==> src/rtl/bpc_defs_pkg.sv <==
// Shared definitions for the N-channel button press counter:
// FSM state encoding and width helper functions.
package bpc_defs_pkg;

    typedef enum logic {
        ST_IDLE  = 1'b0,
        ST_COUNT = 1'b1
    } state_e;

    // Ceiling log2; returns 0 for values of 0 or 1
    function automatic int unsigned clog2(input int unsigned value);
        int unsigned r;
        r = 0;
        for (int unsigned i = 0; i < 32; i++) begin
            if ((32'd1 << i) < value) begin
                r = i + 1;
            end
        end
        return r;
    endfunction

    // Per-press increment is weight field + 1, which needs one extra bit
    function automatic int unsigned inc_width(input int unsigned weight_w);
        return weight_w + 1;
    endfunction

endpackage

==> src/rtl/bpc_channel.sv <==
// One button channel: input history, rising-edge detect, weighted
// increment and the per-channel counter with saturate/wrap overflow.
module bpc_channel
    import bpc_defs_pkg::*;
#(
    parameter int unsigned COUNT_W  = 8,
    parameter int unsigned WEIGHT_W = 2,
    parameter int unsigned SATURATE = 1
) (
    input  logic                          clk,
    input  logic                          rst,
    input  logic                          i_count_en,
    input  logic                          i_button,
    input  logic [WEIGHT_W-1:0]           i_weight,
    output logic                          o_press_c,
    output logic [inc_width(WEIGHT_W)-1:0] o_inc_c,
    output logic [COUNT_W-1:0]            o_count,
    output logic                          o_ovf_c
);

    localparam int unsigned INC_W = inc_width(WEIGHT_W);
    localparam int unsigned SUM_W = COUNT_W + 1;

    logic               r_btn_q;
    logic [COUNT_W-1:0] r_count;
    logic [SUM_W-1:0]   w_sum;
    logic               w_hit;
    logic               w_clamp;

    assign o_press_c = i_button & ~r_btn_q;
    assign o_inc_c   = INC_W'(i_weight) + INC_W'(1);
    assign w_sum     = SUM_W'(r_count) + SUM_W'(o_inc_c);
    assign w_hit     = i_count_en & o_press_c;
    assign o_ovf_c   = w_hit & w_sum[COUNT_W];
    assign w_clamp   = (SATURATE != 0) && w_sum[COUNT_W];
    assign o_count   = r_count;

    // History tracks the button in every state so a level held at
    // session entry is never seen as a fresh press
    always_ff @(posedge clk) begin
        if (rst) begin
            r_btn_q <= 1'b0;
            r_count <= '0;
        end else begin
            r_btn_q <= i_button;
            if (!i_count_en) begin
                r_count <= '0;
            end else if (w_hit) begin
                r_count <= w_clamp ? '1 : w_sum[COUNT_W-1:0];
            end
        end
    end

endmodule

==> src/rtl/button_press_counter_n.sv <==
// N-channel weighted button press counter: session FSM, total counter,
// sticky overflow, display select and thermometer indicator.
module button_press_counter_n
    import bpc_defs_pkg::*;
#(
    parameter int unsigned CHANNELS = 3,
    parameter int unsigned COUNT_W  = 8,
    parameter int unsigned WEIGHT_W = 2,
    parameter int unsigned IND_W    = 10,
    parameter int unsigned IND_STEP = 25,
    parameter int unsigned SATURATE = 1
) (
    input  logic                             clk,
    input  logic                             rst,
    input  logic                             activator,
    input  logic [CHANNELS-1:0]              buttons,
    input  logic [CHANNELS*WEIGHT_W-1:0]     equalizer,
    input  logic [clog2(CHANNELS+1)-1:0]     view_sel,
    output logic [COUNT_W-1:0]               display,
    output logic [IND_W-1:0]                 indicator,
    output logic                             overflow,
    output logic                             active
);

    localparam int unsigned INC_W  = inc_width(WEIGHT_W);
    localparam int unsigned ADD_W  = INC_W + clog2(CHANNELS);
    localparam int unsigned SUM_W  = COUNT_W + 1;
    localparam int unsigned VSEL_W = clog2(CHANNELS + 1);
    localparam int unsigned CMP_W  = 32;

    state_e                            r_state;
    logic [COUNT_W-1:0]                r_total;
    logic                              r_overflow;

    logic                              w_count_en;
    logic [CHANNELS-1:0]               w_press;
    logic [CHANNELS-1:0][INC_W-1:0]    w_inc;
    logic [CHANNELS-1:0][COUNT_W-1:0]  w_ch_count;
    logic [CHANNELS-1:0]               w_ch_ovf;
    logic [ADD_W-1:0]                  w_add;
    logic [SUM_W-1:0]                  w_total_sum;
    logic                              w_total_ovf;
    logic [COUNT_W-1:0]                w_display;

    // Counting happens only on edges where the FSM is already in COUNT and
    // the activator is still high; any other edge clears the session
    assign w_count_en = (r_state == ST_COUNT) & activator;

    generate
        for (genvar i = 0; i < CHANNELS; i++) begin : g_ch
            bpc_channel #(
                .COUNT_W  (COUNT_W),
                .WEIGHT_W (WEIGHT_W),
                .SATURATE (SATURATE)
            ) u_ch (
                .clk        (clk),
                .rst        (rst),
                .i_count_en (w_count_en),
                .i_button   (buttons[i]),
                .i_weight   (equalizer[i*WEIGHT_W +: WEIGHT_W]),
                .o_press_c  (w_press[i]),
                .o_inc_c    (w_inc[i]),
                .o_count    (w_ch_count[i]),
                .o_ovf_c    (w_ch_ovf[i])
            );
        end
    endgenerate

    always_ff @(posedge clk) begin
        if (rst) begin
            r_state <= ST_IDLE;
        end else begin
            case (r_state)
                ST_IDLE:  if (activator)  r_state <= ST_COUNT;
                ST_COUNT: if (!activator) r_state <= ST_IDLE;
                default:                  r_state <= ST_IDLE;
            endcase
        end
    end

    // Sum of increments for every channel pressed this cycle
    always_comb begin
        w_add = '0;
        for (int unsigned i = 0; i < CHANNELS; i++) begin
            if (w_press[i]) begin
                w_add = w_add + ADD_W'(w_inc[i]);
            end
        end
    end

    assign w_total_sum = SUM_W'(r_total) + SUM_W'(w_add);
    assign w_total_ovf = w_count_en & w_total_sum[COUNT_W];

    always_ff @(posedge clk) begin
        if (rst) begin
            r_total    <= '0;
            r_overflow <= 1'b0;
        end else if (!w_count_en) begin
            r_total    <= '0;
            r_overflow <= 1'b0;
        end else begin
            if (w_total_ovf) begin
                r_total <= (SATURATE != 0) ? '1 : w_total_sum[COUNT_W-1:0];
            end else begin
                r_total <= w_total_sum[COUNT_W-1:0];
            end
            if ((|w_ch_ovf) | w_total_ovf) begin
                r_overflow <= 1'b1;
            end
        end
    end

    // Out-of-range selects fall through to the total
    always_comb begin
        w_display = r_total;
        for (int unsigned i = 0; i < CHANNELS; i++) begin
            if (view_sel == VSEL_W'(i)) begin
                w_display = w_ch_count[i];
            end
        end
    end

    generate
        for (genvar k = 0; k < IND_W; k++) begin : g_ind
            assign indicator[k] = CMP_W'(r_total) >= CMP_W'((k + 1) * IND_STEP);
        end
    endgenerate

    assign display  = w_display;
    assign overflow = r_overflow;
    assign active   = (r_state == ST_COUNT);

endmodule

==> config.mk <==
export PLATFORM = sky130hd
export DESIGN_NAME = button_press_counter_n
export DESIGN_NICKNAME = d
export VERILOG_FILES = /design/src/rtl/bpc_defs_pkg.sv /design/src/rtl/bpc_channel.sv /design/src/rtl/button_press_counter_n.sv
export SDC_FILE = /design/constraint.sdc
export NUM_CORES = 1
export LEC_CHECK = 0
export CORE_MARGIN = 2
export CORE_UTILIZATION = 51
export CTS_BUF_LIST = sky130_fd_sc_hd__clkbuf_8
export CTS_CLUSTER_DIAMETER = 200
export DETAILED_ROUTE_END_ITERATION = 8
export PLACE_DENSITY_LB_ADDON = 0.3
export SLEW_MARGIN = 5
export SYNTH_ARGS = -nofsm -noshare
export SYNTH_HDL_FRONTEND = slang
export SYNTH_SLANG_ARGS = --single-unit
==> constraint.sdc <==
create_clock -name clk -period 3.65 [get_ports clk]
set_input_delay 0.365 -clock clk [delete_from_list [all_inputs] [get_ports clk]]
set_output_delay 0.365 -clock clk [all_outputs]
set_load 0.02 [all_outputs]
* Word level (Yosys, flattened, before mapping) *
Index checks and enable logic that the tools add are counted.
Widths: inputs -> output; s select.

word-level totals
  bits in registers = 37
  output and inout port bits = 20
  word-level logic and storage cells = 60

cells by class
  add/subtract/negate cells = 9
  magnitude comparators = 10
  eq/ne operators = 2
  muxes and demuxes = 11
  bitwise logic cells = 16
  reductions and logical operators = 3

operators by type and width
  operator             count
  $mux 8               7
  $ge 8x8->1 const B   5
  $add 8x3->9          3
  $ge 8x7->1 const B   3
  $and 1x1->1          11
  $add 5x3->5          2
  $mux 5               2
  $add 2x1->3 const B  3
  $add 8x5->9          1
  $ge 8x5->1 const B   1
  $ge 8x6->1 const B   1
  $not 1->1            4
  $mux 3               1
  $reduce_or 3->1      1
  $eq 2x1->1 const B   1
  $eq 2x2->1 const B   1
  $logic_not 2->1      1
  $reduce_or 2->1      1
  $mux 1               1
  $or 1x1->1           1

* Depth between registers and ports, before layout *
Gate-level depths: netlist of the first run.

  depth after elaboration = 10
  mapped depth = 15
  gate-level depth less buffers = 15

* By module *
Synthesis of the first run repeated with hierarchy kept, for this count alone.

second synthesis, totals
  cells, all modules = 318
  area, all modules = 2852.7 um^2

by module, submodules not included
  module                          instances  cells each  area each (um^2)  sequential area each (um^2)
  button_press_counter_n          1          144         1236.2            200.2
  bpc_channel (g_ch[0].u_ch ...)  2          57          533.0             180.2
  bpc_channel (g_ch[2].u_ch)      1          60          550.5             180.2

* Least setup slack after synthesis of the first run *
Ideal clock, no wire load.

  path type = input port to flip-flop
  start = in equalizer[0]
  end = reg r_total[6]
  setup time = 86 ps
  data arrival time = 3480 ps
  slack = 84 ps
  stages on the path = 11
  cell sequence = ha_1 -> and2_1 -> fa_1 -> mux2_2 -> fa_1 -> mux2_2 -> fa_1 -> a21oi_1 -> o211ai_1 -> nor2b_1 -> a211oi_1

between the ends
  cells in the longest elaborated chain, start to end = 9

RTL lines
  what                  RTL line                       text
  start, declared       button_press_counter_n.sv:17   input logic [CHANNELS*WEIGHT_W-1:0] equalizer,
  $add 2x1->3 (*)       bpc_channel.sv:31              assign o_inc_c = INC_W'(i_weight) + INC_W'(1);
  $mux 3 (*)            button_press_counter_n.sv:85   if (w_press[i]) begin
  $add 5x3->5           button_press_counter_n.sv:86   w_add = w_add + ADD_W'(w_inc[i]);
  $mux 5 (*)            button_press_counter_n.sv:85
  $add 5x3->5           button_press_counter_n.sv:86
  $mux 5 (*)            button_press_counter_n.sv:85
  $add 8x5->9 (*)       button_press_counter_n.sv:91   assign w_total_sum = SUM_W'(r_total) + SUM_W'(w_add);
  $and 1x1->1           button_press_counter_n.sv:92   assign w_total_ovf = w_count_en & w_total_sum[COUNT_W];
  $mux 8 (*)            button_press_counter_n.sv:102  if (w_total_ovf) begin
  end signal, assigned  button_press_counter_n.sv:103  r_total <= (SATURATE != 0) ? '1 : w_total_sum[COUNT_W-1:0];
  end signal, assigned  button_press_counter_n.sv:105  r_total <= w_total_sum[COUNT_W-1:0];
  end, declared         button_press_counter_n.sv:32   logic [COUNT_W-1:0] r_total;

Every way passes the cells marked *; elsewhere a longest branch is shown, timed or not.
A chain may end at the register's enable or synchronous reset.

* Worst setup path in the final report of the first run *
  start = reg g_ch[0].u_ch.r_btn_q
  end = reg r_total[5]

between the ends
  cells in the longest elaborated chain, start to end = 10

RTL lines
  what                    RTL line                       text
  start, declared         bpc_channel.sv:24              logic r_btn_q;
  start signal, assigned  bpc_channel.sv:45              r_btn_q <= i_button;
  $not 1->1 (*)           bpc_channel.sv:30              assign o_press_c = i_button & ~r_btn_q;
  $and 1x1->1 (*)         bpc_channel.sv:30
  $mux 3 (*)              button_press_counter_n.sv:85
  $add 5x3->5             button_press_counter_n.sv:86
  $mux 5 (*)              button_press_counter_n.sv:85
  $add 5x3->5             button_press_counter_n.sv:86
  $mux 5 (*)              button_press_counter_n.sv:85
  $add 8x5->9 (*)         button_press_counter_n.sv:91
  $and 1x1->1             button_press_counter_n.sv:92
  $mux 8 (*)              button_press_counter_n.sv:102

Marks and branches as above.

==> flow_summary.yaml, run 1 <==
outcome:
  status: "completed"
timing:
  hold-worst-slack_ps: 518.1
  max_freq_mhz: 287.2
  setup_tns_ps: 0
  layout_setup_ws_ps: 168.0
  slew_viol_final: 0
  maxSlewHeadroom: 0.2330
  fin_skew_ps: 4.879
  hold_viol_final: 0
  post-route-period-util: 0.9540
  setup_viol: 0
  min_period_ps: 3482
  tightest_slew_ps: 1150
synth:
  synthArstFlopShare: 0
  postSynthCellCount: 318
  synth_simple_gate_area_frac: 0.2452
  synth_compound_area_frac: 0.1911
  syn_area_mm2: 0.002868
  synth_top_area_cell: "dfxtp_1"
  avgSynthCellArea_um2: 9.018
  synth_mux_area_frac: 0.08551
  synth_top_family_by_area: "simple AND/OR/NAND/NOR gates"
  synth-seq-area-share: 0.2583
  synth_edf_count: 0
  synth_ff_type: "dfxtp_1"
  synth_xor_xnor_area_share: 0.03054
  synthesis.nets: 361
  ys_seq_elements: 37
  synth_fa_ha_area_frac: 0.1422
  yosys_warnings: 0
  netlist-cell-type-count: 56
  synth_top_area_frac: 0.2583
  synthTopCellsByArea: "dfxtp_1 26%, ha_1 10%, mux4_2 6.3%, a21oi_1 4.7%, fa_1 4.2%"
worst_setup_path:
  r2r-start: "g_ch[0].u_ch.r_btn_q$_SDFF_PP0_"
  rr_worst_depth: 13
  crit_type: "reg -> reg"
  worstPathRequired_ps: 3820
  cp-end-kind: "register"
  path_max_fanout: 4
  worstSetupStartpointType: "register"
  critPathLaunch: "g_ch[0].u_ch.r_btn_q$_SDFF_PP0_"
  cp.arrival_ps: 3650
  reg2reg_slack_ps: 170
  reg2reg_to: "r_total[5]$_SDFF_PP0_"
place:
  portBuffers: 33
  hpwlAfterDp_um: 5605
  place_ws_ps: -482.0
  place_congestion: 0.8812
pwr:
  p_int_uw: 650.0
  ir_worst_vdd_v: 0.0001726
  seqPwrFrac: 0.467
  leakagePower_nw: 1.471
  clockPowerShare: 0.328
  powerDensity_mw_per_mm2: 244.7
  power_frac_comb: 0.205
  switchingPower_uw: 234.5
  switching_share: 0.2652
clocking:
  cts_inserted_buffers: 5
  cts_hold_buffers: 0
  cts.sinks: 37
  cts_root_buf: "clkbuf_8"
  tritoncts: "built"
  insertion_delay_ps: 290
  cts_buffer_depth: 2
  path_clk_slew_ps: 70
  htreeDepth: 2
die:
  placementRows: 27
  core_mm2: 0.005473
  start_util: 0.5240
  ios: 34
  dieHeight_um: 78.99
  die_area_mm2: 0.006239
  fp.dieW_um: 78.99
cells_and_area:
  num-nets-final: 413
  post-route-util: 0.6605
  area_growth_syn_to_layout_pct: 26.05
  drive_gt1_frac: 0.2135
  antenna_cells: 0
grt:
  grt_max_degree: 29
  grt_pass1_wl_um: 12030
  gr-total-overflow: 0
  grt_pass1_vias: 2541
  antenna_found_initial: 0
  grt_use_total: 0.2438
min_path:
  min_from: "g_ch[2].u_ch.o_count[2]$_SDFFE_PP0P_"
  min_to: "g_ch[2].u_ch.o_count[2]$_SDFFE_PP0P_"
  worstHoldPathType: "reg -> reg"
  worstHoldPathCells: 2
job:
  drv_cap: 0
drt:
  totalWireLength_um: 7379
  vias: 2686
  first_pass_iters: 5
  antenna_left: 0
  wl_per_cell_um: 16.69
  viasPerCell: 6.077
  drt_iter0_markers: 150
  drc: 0
worst max-delay path by stage:
stage	depth (start not counted)	to	slack [ps]
finish	13	r_total[5]$_SDFF_PP0_	170
CTS	12	r_total[7]$_SDFF_PP0_	6
global route	16	r_total[6]$_SDFF_PP0_	-30
detailed placement	13	r_total[7]$_SDFF_PP0_	-480
global placement	12	r_total[6]$_SDFF_PP0_	-410
floorplan	11	r_total[6]$_SDFF_PP0_	80
area by class of cell:
class	instances	area [um2]
multi-input combinational	252	2098
fill	454	1858
sequential	37	742.0
timing repair buffer	61	549.3
tap	72	90.09
clock buffer	6	82.58
inverter	13	48.80
clock inverter	1	3.754
power by group through the flow:
stage	clock [mW]	combinational [mW]	sequential (mW)
floorplan	0	0.0996	0.420
global placement	0	0.152	0.422
detailed placement	0	0.157	0.422
CTS	0.293	0.172	0.413
global route	0.310	0.198	0.414
finish	0.290	0.181	0.413
sequential cells by signal (all words and copies together), names as in the netlist:
| signal | flops |
|---|---|
| active | 1 |
| g_ch.u_ch.o_count | 24 |
| r_total | 8 |
| g_ch.u_ch.r_btn_q | 3 |
| overflow | 1 |
logic make-up after synthesis:
family	after synthesis
flip-flops	37
multiplexers	14
XOR/XNOR	10
AND/OR/NAND/NOR	116
AO/OA/AOI/OAI	83
buffers and inverters	29
adder cells (fa/ha/maj)	29
placed cells by master, fill, tap and decap left out, types with 4 or more instances in the layout:
master,Yosys,routed
fa_1,6,4
clkdlybuf4s50_1,0,28
a21oi_1,27,25
nor2b_1,10,9
nor2_1,18,17
nand3_1,10,10
xnor2_1,10,10
buf_4,1,27
nor3_2,5,5
a211oi_1,5,4
a31oi_1,10,9
nor3_1,15,15
dfxtp_1,37,36
inv_1,13,14
nand2_1,20,19
a21o_1,10,10
o21ai_0,10,10
mux4_2,8,8
clkbuf_8,0,6
ha_1,23,19
timing repair:
action	4_1_cts	5_1_grt
setup buffers	1	4
setup endpoints to repair	9	9
gates resized for setup	15	14
pin swaps	10	13
cell usage after synthesis, types with 4 or more instances:
master / count
mux4_2: 8
nor3_1: 15
nor3_2: 5
nand2_1: 20
buf_2: 6
a211oi_1: 5
nor2b_1: 10
nand3_1: 10
dfxtp_1: 37
o21ai_0: 10
xnor2_1: 10
a21oi_1: 27
a21o_1: 10
nor2_1: 18
mux2_2: 4
inv_1: 13
nand2b_1: 4
fa_1: 6
a31oi_1: 10
ha_1: 23
clkbuf_1: 5
critical path, stage by stage (launching register included):
cell      delay [ps]
dfxtp_2          330
nand2b_4         150
nor2_4           110
ha_2             190
fa_1             410
mux2_4           300
fa_2             440
mux2_4           310
fa_2             360
a21oi_2          150
o211ai_1         160
buf_4            190
a31oi_2          180
nand3_1           90
layer usage:
layer  vias up  share of wire  GRT usage
met4         0         0.0091    0.05172
met5         -              0          0
li1       1306              -          -
met3         9          0.065    0.04091
met1      1281           0.44     0.3173
met2        90           0.49     0.4254
per-stage QoR:
step                      std cells  total power, mW  instance area (um2)
after global placement          430           0.5743                 3374
final                           442           0.8845                 3615
after CTS                       438           0.8771                 3523
after floorplan                 318           0.5200                 2868
after global routing            442           0.9217                 3615
after detailed placement        430           0.5794                 3374
(Power assumes the default switching activity.)
==> run 2, diff against run 1 <==
Settings changed: CORE_MARGIN 2 to 1.5.
==> run 2 against run 1 <==
  * Power rose by 17%
  * Clock skew rose by 7.9 ps
  * Non-clock buffer count fell by 5
  * Worst setup slack got worse by 53 ps
  * Cell count fell by 0.90%
  * Sequential power barely moved
  * Core utilization fell by 0.55 points
  * Flip-flop and latch count did not move
  * Design area fell by 0.83%
  * Critical path depth rose by 5
  * Wire length rose by 4.6%
  * Critical path type is now in -> reg
==> flow_summary.yaml, run 2 (synthesis gave the netlist of run 1 again) <==
clocking:
  insertion_delay_ps: 310
  path_clk_slew_ps: 80
  cts_root_buf: "clkbuf_8"
  cts_hold_buffers: 0
  htreeDepth: 2
  cts.sinks: 37
  cts_inserted_buffers: 5
  cts_buffer_depth: 2
  tritoncts: "built"
timing:
  layout_setup_ws_ps: 115.3
  min_period_ps: 3535
  tightest_slew_ps: 1115
  slew_viol_final: 0
  post-route-period-util: 0.9684
  setup_viol: 0
  fin_skew_ps: 12.78
  max_freq_mhz: 282.9
  hold_viol_final: 0
  maxSlewHeadroom: 0.2565
worst_setup_path:
  cp.arrival_ps: 3720
  cp-end-kind: "register"
  crit_type: "in -> reg"
  worstPathRequired_ps: 3830
  path_max_fanout: 3
  worstSetupStartpointType: "input pin"
  r2r-start: "g_ch[0].u_ch.r_btn_q$_SDFF_PP0_"
  rr_worst_depth: 17
  critPathLaunch: "equalizer[0]"
cells_and_area:
  antenna_cells: 0
  final_common_cell: "dfxtp_1"
  layout_common_cells: "37 x dfxtp_1, 28 x clkdlybuf4s50_1, 25 x a21oi_1"
  num-nets-final: 408
  largest_reg_flops: 24
  area_growth_syn_to_layout_pct: 25.00
  fin_cells: 438
  drive_gt1_frac: 0.1913
grt:
  grt_pass1_vias: 2658
  grt_pass1_wl_um: 12760
  antenna_found_initial: 0
  grt_max_degree: 29
  grt_use_total: 0.2675
  gr-total-overflow: 0
place:
  dp_cells: 427
  portBuffers: 33
  place_congestion: 0.9556
  place_ws_ps: -541.7
  hpwlAfterDp_um: 5637
die:
  start_util: 0.5240
  dieHeight_um: 77.99
  core_mm2: 0.005473
  die_area_mm2: 0.006082
  ios: 34
  fp.dieW_um: 77.99
  placementRows: 27
drt:
  wl_per_cell_um: 17.62
  drc: 0
  vias: 2699
  totalWireLength_um: 7717
  wl_met3_um: 316
  antenna_left: 0
  wl_met2_um: 3751
  met1Wirelength_um: 3516
  first_pass_iters: 4
  drt_iter0_markers: 168
  viasPerCell: 6.162
  dr.max_layer_used: "met4"
job:
  drv_cap: 0
pwr:
  ir_worst_vdd_v: 0.0001410
  powerDensity_mw_per_mm2: 287.6
  leakagePower_nw: 1.441
outcome:
  status: "completed"
min_path:
  min_from: "g_ch[2].u_ch.o_count[0]$_SDFFE_PP0P_"
  worstHoldPathType: "reg -> reg"
  worstHoldPathCells: 2
==> run 2: cell types whose count changed in the layout (fill, tap and decap cells not counted), moves of 2 or more <==
cell            previous run  this run
buf_4                     27        23
dlygate4sd2_1              2         5
dlymetal6s2s_1             3         0
bufinv_16                  0         2
==> run 2: through the flow <==
stage               hold WS (ps)  instance area [um2]  setup TNS, ps  total power, mW  utilization
CTS                        512.1                 3553              0            1.024       0.6493
finish                     521.7                 3585              0            1.031       0.6550
detailed placement         502.1                 3352          -4361           0.5781       0.6125
global route               530.1                 3585         -59.91            1.073       0.6550
global placement           490.8                 3352          -3494           0.5716       0.6125
floorplan                  436.6                 2868              0           0.5200            -
==> run 2: path summary, 6_finish.rpt <==
path | slack, ps | to
setup / recovery | 120 | r_total[5]$_SDFF_PP0_
hold / removal | 520 | g_ch[2].u_ch.o_count[0]$_SDFFE_PP0P_
setup reg to reg | 130 | r_total[5]$_SDFF_PP0_
hold reg to reg | 520 | g_ch[2].u_ch.o_count[0]$_SDFFE_PP0P_
==> run 2: metal layers <==
layer	up-vias	global-route usage
li1	1308	-
met1	1297	0.3435
met2	79	0.4470
met3	15	0.05412
met4	0	0.08929
met5	-	0
==> run 2: what timing repair did <==
item	4_1_cts	5_1_grt
pin swaps	6	5
setup endpoints to repair	9	9
resized for setup	15	6
buffers inserted	2	1
==> run 2: area by class of cell <==
type	count	area, um2
multi-input combinational	252	2071
sequential	37	740.7
clock buffer	5	68.82
timing repair buffer	56	496.7
clock inverter	3	68.82
inverter	13	48.80
tap	72	90.09
fill	470	1888
==> run 2: critical path, cell delays in order <==
cell           delay, ps
dlygate4sd2_1        270
buf_4                150
nor2_4               130
ha_4                 160
fa_1                 410
mux2_4               300
ha_1                 300
a21o_1               170
a21oi_2              120
nor2_1                50
xnor2_1              200
ha_1                 280
buf_4                150
o21a_1               120
buf_4                140
a21oi_1              170
nand3b_1             130
nand3_1               70
==> run 2: power by group <==
group / total (mW) / internal, mW / switching (mW)
combinational: 0.173 / 0.0871 / 0.0855
sequential: 0.413 / 0.407 / 0.00582
clock: 0.445 / 0.275 / 0.170
